**config.mk**
```make
export PLATFORM = sky130hd
export DESIGN_NAME = tamagotchi_btn_ctrl
export DESIGN_NICKNAME = d
export VERILOG_FILES = /design/src/rtl/tamagotchi_btn_ctrl.sv
export SDC_FILE = /design/constraint.sdc
export NUM_CORES = 1
export LEC_CHECK = 0
export CORE_UTILIZATION = 40
export DETAILED_ROUTE_END_ITERATION = 10
export HOLD_SLACK_MARGIN = 0.03
export PLACE_DENSITY = 0.58
export SLEW_MARGIN = 0
export SYNTH_ARGS = -nofsm -noshare
export SYNTH_HDL_FRONTEND = slang
export SYNTH_SLANG_ARGS = --single-unit
```
**constraint.sdc**
```tcl
create_clock -name clk -period 1.4 [get_ports clk]
set_input_delay 0.28 -clock clk [delete_from_list [all_inputs] [get_ports clk]]
set_output_delay 0.28 -clock clk [all_outputs]
set_load 0.05 [all_outputs]
```
**src/rtl/tamagotchi_btn_ctrl.sv**
```systemverilog
// rtl/tamagotchi_btn_ctrl.sv - debounced care-button pulses and mode-button hold levels/counts
module tamagotchi_btn_ctrl #(
    parameter int DEBOUNCE_CYCLES = 4,
    parameter int TICK_CYCLES     = 10
) (
    input  logic       clk,
    input  logic       rst_n,
    input  logic       raw_salud,
    input  logic       raw_energia,
    input  logic       raw_hambre,
    input  logic       raw_diversion,
    input  logic       raw_reset,
    input  logic       raw_test,
    output logic       btn_salud,
    output logic       btn_energia,
    output logic       btn_hambre,
    output logic       btn_diversion,
    output logic       btn_reset,
    output logic       btn_test,
    output logic [2:0] count_reset,
    output logic [2:0] count_test
);

    localparam int NB = 6;
    localparam int DB = (DEBOUNCE_CYCLES < 1) ? 1 : DEBOUNCE_CYCLES;
    // The sample that leaves IDLE/HELD is the first of the run, so the counter only needs DB-2.
    localparam int CW = (DB > 2) ? $clog2(DB - 1) : 1;
    localparam logic [CW-1:0] CNT_LAST = CW'((DB >= 2) ? DB - 2 : 0);
    localparam int TW = (TICK_CYCLES > 1) ? $clog2(TICK_CYCLES) : 1;
    localparam logic [TW-1:0] TICK_LAST = TW'(TICK_CYCLES - 1);

    typedef enum logic [1:0] {
        IDLE,
        PRESS_WAIT,
        HELD,
        RELEASE_WAIT
    } btn_state_t;

    logic [NB-1:0] raw_vec;
    logic [NB-1:0] sync1;
    logic [NB-1:0] sync2;
    logic [3:0]    care_enter;
    logic [3:0]    care_grant;
    logic [3:0]    pulse_q;
    logic [1:0]    mode_level;
    logic [1:0]    mode_leave;
    logic [5:0]    mode_cnt;

    assign raw_vec = {raw_test, raw_reset, raw_diversion, raw_hambre, raw_energia, raw_salud};

    always_ff @(posedge clk or negedge rst_n) begin
        if (!rst_n) begin
            sync1 <= '0;
            sync2 <= '0;
        end else begin
            sync1 <= raw_vec;
            sync2 <= sync1;
        end
    end

    for (genvar i = 0; i < NB; i++) begin : g_btn
        btn_state_t    state_q;
        btn_state_t    state_d;
        logic [CW-1:0] cnt_q;
        logic [CW-1:0] cnt_d;

        always_ff @(posedge clk or negedge rst_n) begin
            if (!rst_n) begin
                state_q <= IDLE;
                cnt_q   <= '0;
            end else begin
                state_q <= state_d;
                cnt_q   <= cnt_d;
            end
        end

        always_comb begin
            state_d = state_q;
            cnt_d   = cnt_q;
            case (state_q)
                IDLE: begin
                    if (sync2[i]) begin
                        cnt_d   = '0;
                        state_d = (DB == 1) ? HELD : PRESS_WAIT;
                    end
                end
                PRESS_WAIT: begin
                    if (!sync2[i]) begin
                        state_d = IDLE;
                    end else if (cnt_q == CNT_LAST) begin
                        state_d = HELD;
                    end else begin
                        cnt_d = cnt_q + 1'b1;
                    end
                end
                HELD: begin
                    if (!sync2[i]) begin
                        cnt_d   = '0;
                        state_d = (DB == 1) ? IDLE : RELEASE_WAIT;
                    end
                end
                RELEASE_WAIT: begin
                    if (sync2[i]) begin
                        state_d = HELD;
                    end else if (cnt_q == CNT_LAST) begin
                        state_d = IDLE;
                    end else begin
                        cnt_d = cnt_q + 1'b1;
                    end
                end
                default: begin
                    state_d = IDLE;
                    cnt_d   = '0;
                end
            endcase
        end

        if (i < 4) begin : g_care
            // Only a fresh press counts; a bounce back from RELEASE_WAIT is not a new entry.
            assign care_enter[i] = (state_d == HELD) && (state_q != HELD) && (state_q != RELEASE_WAIT);
        end else begin : g_mode
            assign mode_level[i-4] = (state_q == HELD) || (state_q == RELEASE_WAIT);
            assign mode_leave[i-4] = (state_d == IDLE) && (state_q != IDLE);
        end
    end

    always_comb begin
        care_grant = 4'b0000;
        if (care_enter[0]) begin
            care_grant = 4'b0001;
        end else if (care_enter[1]) begin
            care_grant = 4'b0010;
        end else if (care_enter[2]) begin
            care_grant = 4'b0100;
        end else if (care_enter[3]) begin
            care_grant = 4'b1000;
        end
    end

    always_ff @(posedge clk or negedge rst_n) begin
        if (!rst_n) begin
            pulse_q <= '0;
        end else begin
            pulse_q <= care_grant;
        end
    end

    for (genvar j = 0; j < 2; j++) begin : g_hold
        logic [TW-1:0] tick_q;
        logic [2:0]    hold_q;

        always_ff @(posedge clk or negedge rst_n) begin
            if (!rst_n) begin
                tick_q <= '0;
                hold_q <= '0;
            end else if (mode_leave[j]) begin
                tick_q <= '0;
                hold_q <= '0;
            end else if (mode_level[j]) begin
                if (tick_q == TICK_LAST) begin
                    tick_q <= '0;
                    if (hold_q != 3'd7) begin
                        hold_q <= hold_q + 3'd1;
                    end
                end else begin
                    tick_q <= tick_q + 1'b1;
                end
            end
        end

        assign mode_cnt[j*3 +: 3] = hold_q;
    end

    assign btn_salud     = pulse_q[0];
    assign btn_energia   = pulse_q[1];
    assign btn_hambre    = pulse_q[2];
    assign btn_diversion = pulse_q[3];
    assign btn_reset     = mode_level[0];
    assign btn_test      = mode_level[1];
    assign count_reset   = mode_cnt[2:0];
    assign count_test    = mode_cnt[5:3];

endmodule

```
Yosys cells after proc, flatten, opt, wreduce, memory -nomap -nowiden:

Cells that the tools add are included.

* bits in registers: 54
* bits of input ports: 8
* output and inout bits: 12
* word-level logic and storage cells: 225

* add/sub/neg operators: 10
* equality and inequality tests: 64
* multiplexer cells: 96
* reduce and logical (&&, ||, !) cells: 36

Operator list (number)
* 2-to-1 mux 2 bit: 66
* case mux 2 bit (4 select lines): 12
* != test 2 bit (second input constant): 32
* == test 2 bit (second input constant): 22
* 2-to-1 mux 4 bit: 10
* 2-to-1 mux 3 bit: 8
* AND reduction 4 bit: 6
* zero test 2 bit: 8
* nonzero test 2 bit: 8
* adder 2 x 1 -> 2 bit (second input constant): 6
* == test 2 x 1 -> 1 bit (second input constant): 6
* logical AND 1 bit: 10
* adder 4 x 1 -> 4 bit (second input constant): 2
* == test 4 bit (second input constant): 2
* adder 3 x 1 -> 3 bit (second input constant): 2
* != test 3 bit (second input constant): 2
* AND reduction 3 bit: 2
* logical OR 1 bit: 2

Logic depth before layout (Yosys ltp):

Gate-level depths: netlist of run 1.

* word-level depth: 11
* gate-level depth with buffers: 6
* gate-level depth less buffers: 6

Least setup slack after synthesis of run 1:

Ideal clock, no wire load.

* path kind: reg2reg
* start point: reg g_hold[1].hold_q[0], in the netlist count_test[0]
* end point: reg g_hold[1].hold_q[0], in the netlist count_test[0]
* setup time: 0.065 ns
* data arrival time: 1.554 ns
* required time: 1.335 ns
* slack: -0.219 ns
* cell stages (with the launch flop): 5
* path buffers: 0
* period minus slack after synthesis: 1.619 ns
* cells stage by stage: dfrtp_1 > ha_1 > ha_1 > nor4_2 > mux2_2

* longest elaborated chain between the ends: 5
* elaborated cells between the ends (all ways): 8
* classes of those cells: add/sub: 1; eq/ne: 1; mux: 4; reduce/logical: 2

Ends and longest elaborated chain
* from (decl): RTL line 150 `logic [2:0] hold_q;`
* from (signal assigned): RTL line 163 `hold_q <= hold_q + 3'd1;`
* adder 3 x 1 -> 3 bit: RTL line 163
* 2-to-1 mux 3 bit: RTL line 162 `if (hold_q != 3'd7) begin`
* 2-to-1 mux 3 bit: RTL line 160 `if (tick_q == TICK_LAST) begin`
* 2-to-1 mux 3 bit: RTL line 159 `end else if (mode_level[j]) begin`
* 2-to-1 mux 3 bit: RTL line 156 `end else if (mode_leave[j]) begin`

Several ways; a longest one is shown, not always the timed one. The select of a mux whose other input is x is not followed.
A chain may end at the register's enable or synchronous reset.

Worst setup path after layout of run 1:

* start point: reg g_btn[5].cnt_q[1]
* end point: reg g_hold[1].tick_q[3]

* longest elaborated chain between the ends: 7
* elaborated cells between the ends (all ways): 10
* classes of those cells: eq/ne: 1; mux: 6; reduce/logical: 3

Ends and longest elaborated chain
* from (decl): RTL line 64 `logic [CW-1:0] cnt_q;`
* from (signal assigned): RTL line 73 `cnt_q <= cnt_d;`
* == test 2 bit (*): RTL line 90, 105
* 2-to-1 mux 2 bit, on equally long branches: RTL line 105, 90
* 2-to-1 mux 2 bit, on equally long branches: RTL line 103, 88
* case mux 2 bit (4 select lines) (*): RTL line 80 `case (state_q)`
* zero test 2 bit (*): RTL line 123 `assign mode_leave[i-4] = (state_d == IDLE) && (state_q != IDLE);`
* logical AND 1 bit (*): RTL line 123
* 2-to-1 mux 4 bit / nonzero test 2 bit (equally long branches)
* to (signal assigned): RTL line 166 `tick_q <= tick_q + 1'b1;`
* to (decl): RTL line 149 `logic [TW-1:0] tick_q;`

Every way passes the cells marked *; elsewhere a longest branch is shown, timed or not.

==> results of run 1 <==
## stage by stage
stage	util, %	TNS [ps]	instances
3_5_place_dp	54.2	-281	316
6_report	57.5	-33.9	327
2_1_floorplan	-	-95.2	199
4_1_cts	57.0	-70.4	327
5_1_grt	57.5	-560	327
3_3_place_gp	54.2	-159	316
## routing by layer
metal	routed length (um)	track usage, %	vias up
met5	0	0	-
met4	35	4.44	0
met3	117	4.19	5
met2	1860	24.3	24
met1	1780	18.8	745
li1	-	-	803
## report_power, final
part,internal [uW],switching (uW)
clock,536,480
sequential,2060,390
combinational,1500,1340
## worst max path at each step
| stage | to | slack, ps |
|---|---|---|
| CTS | g_hold[1].tick_q[3] | -30 |
| global route | g_hold[1].tick_q[0] | -90 |
| finish | g_hold[1].tick_q[3] | -20 |
| detailed placement | count_test[0] | -100 |
| floorplan | pulse_q[3] | -50 |
| global placement | count_test[0] | -70 |
## Yosys cell counts, drive strengths merged
cell type	instances	area (sq um)
a21boi	1	7.51
a21o	2	15.0
a21oi	3	15.0
a22o	8	70.1
a31oi	1	6.26
a32o	1	10.0
and2	1	8.76
and3	2	12.5
and3b	1	8.76
clkbuf	1	3.75
dfrtp	54	1350
dlygate4sd1	1	8.76
ha	14	175
inv	16	60.1
mux2	7	78.8
nand2	23	86.3
nand2b	7	43.8
nand3	3	15.0
nand3b	2	15.0
nand4	5	31.3
nand4b	1	8.76
nor2	6	25.0
nor2b	1	8.76
nor3	1	5.00
nor3b	4	35.0
nor4	1	12.5
o21ai	18	90.1
o2bb2ai	2	17.5
o31ai	1	7.51
o41ai	1	8.76
or2	1	6.26
or2b	1	7.51
or4	1	7.51
or4b	1	10.0
xnor2	1	8.76
xor2	5	43.8
## cells in the final DEF (no fill, tap or decap), types with 6 or more instances in the layout
cell             netlist  routed
dfrtp_2                0       6
ha_1                  14       6
clkdlybuf4s50_1        0       6
ha_2                   0       6
buf_12                 0      13
dfrtp_1               54      48
nand2_1               23      21
buf_4                  0      29
a22o_1                 8       8
inv_1                 16      14
o21ai_0               16      14
## layout make-up
class / instances / area, sq um
clock buffer: 7 / 76.3
fill: 480 / 2360
clock inverter: 1 / 30.0
sequential: 54 / 1360
multi-input combinational: 127 / 1010
inverter: 16 / 60.1
tap: 72 / 90.1
timing repair buffer: 50 / 553
## kinds of logic (layout without fill, tap and decap cells)
family	after synthesis	in the layout	synth area share, %
AOI/OAI and AO/OA	38	38	10.7
xor gates and xnor gates	6	6	2.26
adders and majority gates	14	14	7.53
buffers and inverters	18	74	3.12
DFF	54	54	58.1
muxes	7	7	3.39
and+or+nand+nor	62	62	15.0
## timing repair
action / 4_1_cts / 5_1_grt
pin swaps: 2 / 1
setup buffers: 2 / 0
resized for setup: 6 / 9
hold buffers: 1 / 0
setup endpoints to repair: 5 / 14
endpoints found under the hold margin: 54 / 0
## state kept, by name (all words and copies together), names as in the netlist
signal / count
count_test: 3
g_hold.tick_q: 8
sync1: 6
g_btn.state_q: 12
g_btn.cnt_q: 12
pulse_q: 4
count_reset: 3
sync2: 6
==> flow_summary.ini, run 1 <==
[worst_setup_path]
end_kind = register
slowest_stage = dfrtp_1
r2r-end = g_hold[1].tick_q[3]
worst-path-buf-inv = 0
crit_required_ps = 1630
cp-start-kind = register
rr_startpoint = g_btn[5].cnt_q[1]
worstSetupPathDepth = 5
reg2regPathDepth = 5
crit_arrival_ps = 1650
crit_family = simple AND/OR/NAND/NOR gates
path_max_fanout = 4
rrSetupSlack_ps = -20
crit_start = g_btn[5].cnt_q[1]
crit_chain = ha_2 -> nand2b_4 -> and2_4 -> or4_1 -> o21ai_1
crit_path_max_incr_delay_ps = 390
crit_type = register to register

[grt]
antenna_found_initial = 0
grt_pass1_wl_um = 6960
grt_pass1_vias = 1585
grt_usage_pct = 14.7
grt_max_degree = 55
grt_overflow = 0

[clocking]
cts-buffers-inserted = 5
clockBufferDepth = 2
clkTransAtPathRegs_ps = 90
cts.sinks = 54
cts_tree = built
cts_root_buffer = clkbuf_8
clock_latency_ps = 300
ctsHtreeMaxLevel = 2

[timing]
skew_ps = 3.83
hold_violations = 0
drv_slew = 0
setup-violations-final = 3
finalCriticalPeriod_ps = 1420
grt_setup_unrepaired = yes
hold_ws_ps = 357
fmax_mhz = 703
setup_ws_ps = -22.5
finalCritPeriodShare_pct = 102
tightest_slew_ps = 410
relSlewSlack_pct = 72.7

[drt]
antenna_left = 0
drt-pass1-iter-count = 4
routed_wl_um = 3790
wl_per_cell_um = 11.6
route.detailed.drc = 0
initialDrtViolationCount = 47
post_drt_via_cell_ratio = 4.82
num_vias = 1577

[placement]
place_ws_ps = -100
dp_hpwl_um = 2710
port_buffers = 19
place.gp.congestion = 0.771
postPlaceCellArea_sq_mm = 0.00300

[run_status]
status = finished with violations
violations = setup timing

[logic_synthesis]
ys_seq_area_share_pct = 58.1
syn-num-nets = 221
yosysWarnings = 0
syn_area_sq_mm = 0.00233
syn_area_per_cell_sq_um = 11.7
syn_inst = 199
synth_cell_types = 39
ys_ff_latch = 54

[layout]
diodes = 0
nets = 276
layout-drive-gt1-share_pct = 34.9
final_area_sq_mm = 0.00318
area_delta_synth_final_pct = 36.8

[power]
totalPowerFinal_uw = 6300
peakVddDrop_uv = 967
leakagePower_uw = 0.00145
p_per_area_mw_per_mm2 = 1980

[min_path]
hold_path_class = register to register
worst_hold_path.endpoint = sync2[0]
whs_path_depth = 0
min-delay-start = sync1[0]

[die]
initial_utilization_pct = 42.0
die_h_um = 78.3
die_w_um = 78.3
rows = 27
coreArea_sq_mm = 0.00554
die_area_sq_mm = 0.00612
pin_count = 20

[job]
max-cap-violations = 0
No activity file was read; power rests on OpenSTA's default activity.
==> run 2: changes to the inputs <==
Settings changed: PLACE_DENSITY 0.58 to 0.56.
Clock period 1.4 ns to 1.5 ns, I/O delays scaled along.
==> run 2 against run 1 <==
Compared with the run above: the flow now finishes without violations; combinational power shrank 10%; critical path depth is the same; sequential share of layout area grew 1.4 points; clock skew grew 7.2 ps; clock-buffer cell count grew 1; clock power shrank 24%; worst setup slack gained 41 ps; maximum frequency shrank 4.0%; critical path type unchanged; critical endpoint is now pulse_q[3]; largest cell class unchanged.
==> flow_summary.ini, run 2 (synthesis gave the netlist of run 1 again) <==
[layout]
final_cell_mix = 50 x dfrtp_1, 22 x nand2_1, 19 x buf_4
area_delta_synth_final_pct = 32.2
final_common_cell = dfrtp_1
final_area_sq_mm = 0.00307
top_regs = g_btn.cnt_q x12, g_btn.state_q x12, g_hold.tick_q x8
num-fill-cells = 485
nets = 267
layout-drive-gt1-share_pct = 28.5
diodes = 0

[placement]
place_ws_ps = -52.0
place.gp.congestion = 0.861
dp_hpwl_um = 2870
postPlaceCellArea_sq_mm = 0.00285
port_buffers = 19

[clocking]
clockBufferDepth = 2
cts_tree = built
clock_latency_ps = 300
clkTransAtPathRegs_ps = 90
ctsHtreeMaxLevel = 2
cts_root_buffer = clkbuf_8
cts-buffers-inserted = 5
cts.sinks = 54

[drt]
post_drt_via_cell_ratio = 4.97
antenna_left = 0
drt-pass1-iter-count = 4
num_vias = 1581
initialDrtViolationCount = 37
route.detailed.drc = 0
wl_per_cell_um = 12.9
routed_wl_um = 4100

[timing]
finalCriticalPeriod_ps = 1480
setup_ws_ps = 19.0
relSlewSlack_pct = 73.1
finalCritPeriodShare_pct = 98.7
setup-violations-final = 0
hold_violations = 0
tightest_slew_ps = 403
grt_setup_unrepaired = yes
drv_slew = 0
skew_ps = 11.0
fmax_mhz = 675

[run_status]
status = complete, no violations

[grt]
grt_usage_pct = 14.8
grt_busiest_layer = met2
grt_overflow = 0
grt_pass1_vias = 1660
antenna_found_initial = 0
grtUsageMet2_pct = 26.0
grt_pass1_wl_um = 7160
use_met1_pct = 18.0
grt_max_degree = 55
use_met3_pct = 3.14

[worst_setup_path]
r2r-end = pulse_q[3]
rr_startpoint = g_btn[2].cnt_q[1]
rrSetupSlack_ps = 20
crit_type = register to register
cp-start-kind = register
path_max_fanout = 2
reg2regPathDepth = 5
end_kind = register
crit_required_ps = 1720
crit_arrival_ps = 1700

[die]
pin_count = 20
rows = 27
die_h_um = 78.3
die_area_sq_mm = 0.00612
die_w_um = 78.3
initial_utilization_pct = 42.0
coreArea_sq_mm = 0.00554

[min_path]
min-delay-start = sync1[0]
hold_path_class = register to register
whs_path_depth = 0
worst_hold_path.endpoint = sync2[0]

[power]
p_seq_share_pct = 41.1
switchingPower_uw = 2090
p_per_area_mw_per_mm2 = 1840
p_int_uw = 3560
peakVddDrop_uv = 814
p_comb_share_pct = 45.2
p_clk_share_pct = 13.7
netSwitchingFraction_pct = 36.9
leakagePower_uw = 0.00143

[job]
max-cap-violations = 0
## run 2: cell count changes in the layout (fill, tap and decap cells not counted), moves of 2 or more
| cell | change |
|---|---|
| ha_2 | -5 |
| dfrtp_1 | +2 |
| buf_4 | -10 |
| ha_1 | +4 |
| nand2_2 | -2 |
| dfrtp_2 | -2 |
## run 2: cell type report
class | count | area [sq um] | share of cell area [%]
clock buffer | 8 | 80.1 | 2.60
inverter | 16 | 60.1 | 1.95
multi-input combinational | 127 | 998 | 32.5
sequential | 54 | 1360 | 44.1
tap | 72 | 90.1 | 2.93
timing repair buffer | 41 | 489 | 15.9
## run 2: per-stage QoR
stage	hold WS [ps]	utilization, %	cells	setup TNS [ps]	total power [uW]
after CTS	355	54.1	315	0	5540
after floorplan	4.41	-	199	0	3700
final	353	55.5	318	0	5650
after global routing	361	55.5	318	-66.2	6090
after global placement	311	51.4	304	0	4430
after detailed placement	319	51.4	304	-111	4620
## run 2: power by group through the flow
stage          sequential [uW]  clock, uW  combinational, uW
2_1_floorplan             2390          0               1310
3_3_place_gp              2280          0               2160
3_5_place_dp              2320          0               2300
4_1_cts                   2320        808               2420
5_1_grt                   2380        854               2850
6_report                  2320        776               2550
## run 2: worst max-delay path: stages, from the launching register on
cell     delay (ps)
dfrtp_1         420
ha_4            180
nand2_4          70
nor3b_2          50
or4b_1          510
nor3b_2         180
## run 2: metal layers
metal	share of wire (%)	vias up
li1	-	784
met1	44	772
met2	52	19
met3	2.9	6
met4	1.4	0
met5	0	-
## run 2: worst max path at each step
stage	startpoint	end	slack [ps]	depth (start not counted)
after floorplan	count_reset[0]	count_reset[0]	8	5
after global placement	g_btn[5].cnt_q[0]	count_test[0]	5	6
after detailed placement	g_btn[5].cnt_q[0]	count_test[0]	-50	6
after CTS	count_reset[0]	count_reset[0]	0.05	6
after global routing	g_btn[2].cnt_q[1]	pulse_q[3]	-30	5
final	g_btn[2].cnt_q[1]	pulse_q[3]	20	5
## run 2: what timing repair did
| action | CTS | global route |
|---|---|---|
| resized for setup | 9 | 14 |
| setup endpoints to repair | 7 | 8 |
| hold endpoints to repair | 54 | 0 |
| hold buffers | 1 | 0 |
| setup buffers | 2 | 4 |
| pin swaps | 1 | 6 |
